## src/rtl/int_to_fpu.sv

```systemverilog
// Signed integer to FPU operand encoder {s, e[6:0], m[14:0]}.
// Normalizes iteratively, one left shift per clock, with a start/idle/done handshake.
module int_to_fpu #(
    parameter int unsigned INT_W = 16
) (
    input  logic             clk,
    input  logic             reset,
    input  logic             start,
    input  logic [INT_W-1:0] int_in,
    output logic             res_s,
    output logic [6:0]       res_e,
    output logic [14:0]      res_m,
    output logic             idle,
    output logic             done
);

    localparam int unsigned MSB   = INT_W - 1;
    localparam int unsigned MAN_W = 15;
    localparam int unsigned EXP_W = 7;

    typedef enum logic {
        IDLE = 1'b0,
        NORM = 1'b1
    } state_t;

    state_t             state;
    logic               sgn;
    logic [INT_W-1:0]   mag;
    logic [EXP_W-1:0]   cnt;

    // Single-process FSM; every output is registered.
    always_ff @(posedge clk or posedge reset) begin
        if (reset) begin
            state <= IDLE;
            sgn   <= 1'b0;
            mag   <= '0;
            cnt   <= '0;
            res_s <= 1'b0;
            res_e <= '0;
            res_m <= '0;
            idle  <= 1'b1;
            done  <= 1'b0;
        end else begin
            done <= 1'b0;
            case (state)
                IDLE: begin
                    idle <= 1'b1;
                    if (start) begin
                        // The most negative input negates to itself, which reads as 2^(INT_W-1) unsigned.
                        sgn   <= int_in[MSB];
                        mag   <= int_in[MSB] ? -int_in : int_in;
                        cnt   <= EXP_W'(INT_W - 1);
                        idle  <= 1'b0;
                        state <= NORM;
                    end
                end
                NORM: begin
                    if (mag == '0) begin
                        res_s <= 1'b0;
                        res_e <= 7'h40;
                        res_m <= '0;
                        done  <= 1'b1;
                        idle  <= 1'b1;
                        state <= IDLE;
                    end else if (mag[MSB]) begin
                        // Truncate: bits below the top 15 are dropped.
                        res_s <= sgn;
                        res_e <= cnt;
                        res_m <= mag[MSB -: MAN_W];
                        done  <= 1'b1;
                        idle  <= 1'b1;
                        state <= IDLE;
                    end else begin
                        mag <= mag << 1;
                        cnt <= cnt - EXP_W'(1);
                    end
                end
                default: begin
                    idle  <= 1'b1;
                    state <= IDLE;
                end
            endcase
        end
    end

endmodule

```

## config.mk

```make
export PLATFORM = sky130hd
export DESIGN_NAME = int_to_fpu
export DESIGN_NICKNAME = d
export VERILOG_FILES = /design/src/rtl/int_to_fpu.sv
export SDC_FILE = /design/constraint.sdc
export NUM_CORES = 1
export LEC_CHECK = 0
export BUFFER_PORTS_ARGS = -buffer_cell sky130_fd_sc_hd__buf_2
export CORE_MARGIN = 10
export CORE_UTILIZATION = 53
export CTS_CLUSTER_SIZE = 30
export DETAILED_ROUTE_END_ITERATION = 6
export GPL_TIMING_DRIVEN = 0
export PLACE_DENSITY_LB_ADDON = 0.15
export SLEW_MARGIN = 0
export SYNTH_ARGS = -nofsm -noshare
export SYNTH_HDL_FRONTEND = slang
export SYNTH_SLANG_ARGS = --single-unit
```

## constraint.sdc

```tcl
create_clock -name clk -period 4.8 [get_ports clk]
set_input_delay 0.96 -clock clk [delete_from_list [all_inputs] [get_ports clk]]
set_output_delay 0.96 -clock clk [all_outputs]
set_load 0.05 [all_outputs]
```

==> summary.md <==
The flow ran to the end, and the final reports show no timing, DRC or antenna violations. For the number of global-route vias before repair, the log shows 1926. The H-tree was split into 2 levels.

Static timing analysis puts the maximum clock frequency at 410 MHz. The area overhead of the layout relative to synthesis came out at 17.3%. The ratio of routed vias to standard cells was 5.90; the initial antenna violation count was 0. For this run, design rule violations remaining after detail routing come to 0. For the number of search-and-repair iterations in the first detailed-routing pass, the log shows 4. After detailed routing, the average wire length per cell comes to 16.5 um. Cells with a size suffix above 1 make up 22.7% of the layout. The largest fanout on the critical path came out at 4. In this run, synthesis inferred 0 flip-flops with an integrated enable.

STA puts the critical path data arrival time at 2.62 ns. The cell sitting at the root of the clock tree is a clkbuf_8. For the final routed database, the setup TNS stands at 0 ns. The cell count after synthesis came out at 225.

The tools report the post-cts gate resize count as 0. The die outline height was 86.8 um. 44 I/O pins were placed.

Post-synthesis cell type count: 45. Entering global routing, the biggest net connects 28 pins. The region available for standard cell placement spans 4320 um2.

The static power due to leakage is 1.27 nW, and the detailed-route wire length is 5.42 mm. VDD sags by at most 267 uV. The library cell used most frequently in the layout, excluding fill and tap cells, is dfrtp_1. For the insertion delay of the later-clocked pin in the worst-skew pair, the log shows 0.30 ns. The final estimated routing congestion in global placement was 0.836; the die width was 86.8 um. Summing every instance area after synthesis gives 2370 um2.

In this design, the largest share of critical-path delay is due to simple AND/OR/NAND/NOR gates. The tools report the final count of pins violating max slew as 0. At the pin with the least slew margin, the transition time is 0.516 ns. The share of the Yosys chip area taken by registers is 52.9%.

Yosys attributes the largest share of cell area to dfrtp_1 (52%), a22o_1 (8.1%), xor2_1 (3.3%), o21ai_0 (3.2%), nor2_1 (3.0%). The setup-violating endpoint count in the final report is 0. The slowest stage of the critical path is the or4_1 cell. The tools report the kind of launch point of the worst setup path as a primary input. The critical path buffer and inverter count came out at 1. The area of the die is 7540 um2, and the total power density per cell area is 723 nW/um2.

TritonCTS built the clock tree. Clock-pin slew was measured on the worst setup and hold paths at 0.08 ns. The Yosys step of the flow raised 0 warnings. After layout, the minimum clock period comes to 2.44 ns. The library cells used most frequently in the layout, excluding fill and tap cells, are dfrtp_1 (49), buf_2 (46), a22o_1 (22), nor2_1 (19), o21ai_0 (15). Total number of placement rows: 24.

The number of vias after detailed routing was 1940; the count of nets left with antenna violations after detail routing was 0. The share of flip-flops with an asynchronous set or reset works out to 100%. dfrtp_1 takes more of the synthesized area than any other cell. Each instance of the synthesized netlist takes up on average 10.5 um2. The maximum root-to-sink buffer count was 2.

After layout, the design draws a total of 0.00201 W. The critical path is of the in2reg type. The tool flagged a number of max-cap violations equal to 0. After filler insertion, the fill cell instance count of the layout stands at 379. For this configuration, the core starts out at a cell density of 54.7%. Hold repair after CTS inserted 0 buffers.

The count of buffers inserted at the top-level ports is 43, and the maximum cell stage delay along the critical path is 0.53 ns. The run gives 297 as the count of nets after finishing. Type of the most critical hold path: reg2reg. Of the available clock period, the critical path in the final layout requires 50.8%.

TritonCTS created 5 clock buffers. The TritonCTS sink count was 50; the number of synthesized register bits was 50. The synthesized net count was 246; the global-route usage over all layers was 15.3%. Summed over its instances, the top area cell type makes up 51.8% of the synthesized netlist area. The number of DRC markers after the initial detailed-route iteration was 97. The number of buffers added for setup after CTS is 0, and the final number of hold-violating endpoints is 0. After legalization and detailed placement, the total HPWL measured 4.14 mm. The count of antenna diodes in the layout is 0.

STA classifies the critical path endpoint as a flip-flop. The total global routing overflow is 0, and the data required time at the worst endpoint is 4.98 ns. Setup repair after global routing left no endpoint under its margin. The most used flip-flop cell after synthesis is dfrtp_1. The wire length of the first global-routing pass is 9.29 mm, and the final worst clock skew is 0.00558 ns.

Headroom to the max-slew limit came out at 65.6%. Walking the worst path, the cells encountered are buf_2 -> or4_1 -> or2_2 -> o41ai_1 -> a22o_1 -> o21ai_0.
## worst register-to-register path, cell delays in order, from the launching register on
cell and delay (ns):
dfrtp_1 0.43, or4_1 0.58, nor4_1 0.33, o21ai_1 0.20, clkbuf_1 0.29, a22o_1 0.29
## flip-flops by register name (all words and copies together) (netlist names)
signal	count
res_e	7
mag	16
cnt	7
res_m	15
state	1
sgn	1
idle	1
done	1
res_s	1
## logic make-up after synthesis
kind of cell / after synthesis / share of synthesized area [%]
AO/OA/AOI/OAI: 75 / 22.8
multiplexers: 1 / 0.423
AND/OR/NAND/NOR: 60 / 14.1
XOR/XNOR: 11 / 4.07
buffers and inverters: 26 / 4.60
adder cells (fa/ha/maj): 2 / 1.06
flip-flops: 50 / 52.9
## area by class of cell
cell class	instances	area [um2]	area share, %
Sequential cell	50	1250	45.1
Inverter	12	45.0	1.62
Multi-Input combinational cell	149	1000	36.2
Clock buffer	5	68.8	2.48
Clock inverter	3	40.0	1.44
Timing Repair Buffer	44	235	8.48
Tap cell	52	65.1	2.34
Buffer	14	63.8	2.30
## path summary, 6_finish.rpt
check                                 startpoint  cells after the start                     to  slack, ns
min in group asynchronous                  reset                      2     cnt[0]$_DFFE_PP0P_       0.68
max                                    int_in[4]                      6    mag[13]$_DFFE_PP0P_       2.36
min                        res_m[14]$_DFFE_PP0P_                      1  res_m[14]$_DFFE_PP0P_       0.50
max reg2reg                   mag[7]$_DFFE_PP0P_                      5   res_e[4]$_DFFE_PP0P_       2.58
max in group asynchronous                  reset                      3       idle$_DFFE_PP1P_       3.54
min reg2reg                res_m[14]$_DFFE_PP0P_                      1  res_m[14]$_DFFE_PP0P_       0.50
## stage by stage
stage	hold slack (ns)	instances	setup WS [ns]	instance area, um2	util [%]
4_1_cts	0.502	329	2.37	2780	64.2
3_3_place_gp	0.457	320	2.05	2650	61.2
2_1_floorplan	0.451	225	2.27	2370	-
6_report	0.497	329	2.36	2780	64.2
5_1_grt	0.515	329	2.26	2780	64.2
3_5_place_dp	0.482	321	2.05	2670	61.7
## report_power, final
part,internal [W],switching (W)
sequential,0.000605,0.000147
combinational,0.000306,0.000658
clock,0.000153,0.000139
## synth_stat cells (all sizes together), types with 2 or more instances
cell type  number
a22o           22
a31oi           4
o21ai          17
or2             2
clkbuf          9
a22oi           5
a2bb2oi         2
xnor2           2
o41ai           4
nand2b          2
a221o           2
a21oi           8
or4             8
a221oi          2
nor4            6
ha              2
buf             5
inv            12
nor2           19
xor2            9
nor3            2
or3             4
and2            2
o31ai           2
a211oi          2
dfrtp          49
nand2           9
nor2b           2
## per-layer routing
metal	share of wire, %	vias to the layer above	GRT usage (%)
met3	6.5	7	4.03
li1	-	944	-
met1	47	927	19.8
met4	1.6	0	5.74
met2	44	62	23.7
met5	0	-	0
Note: power is estimated with default switching activity, not from simulation.
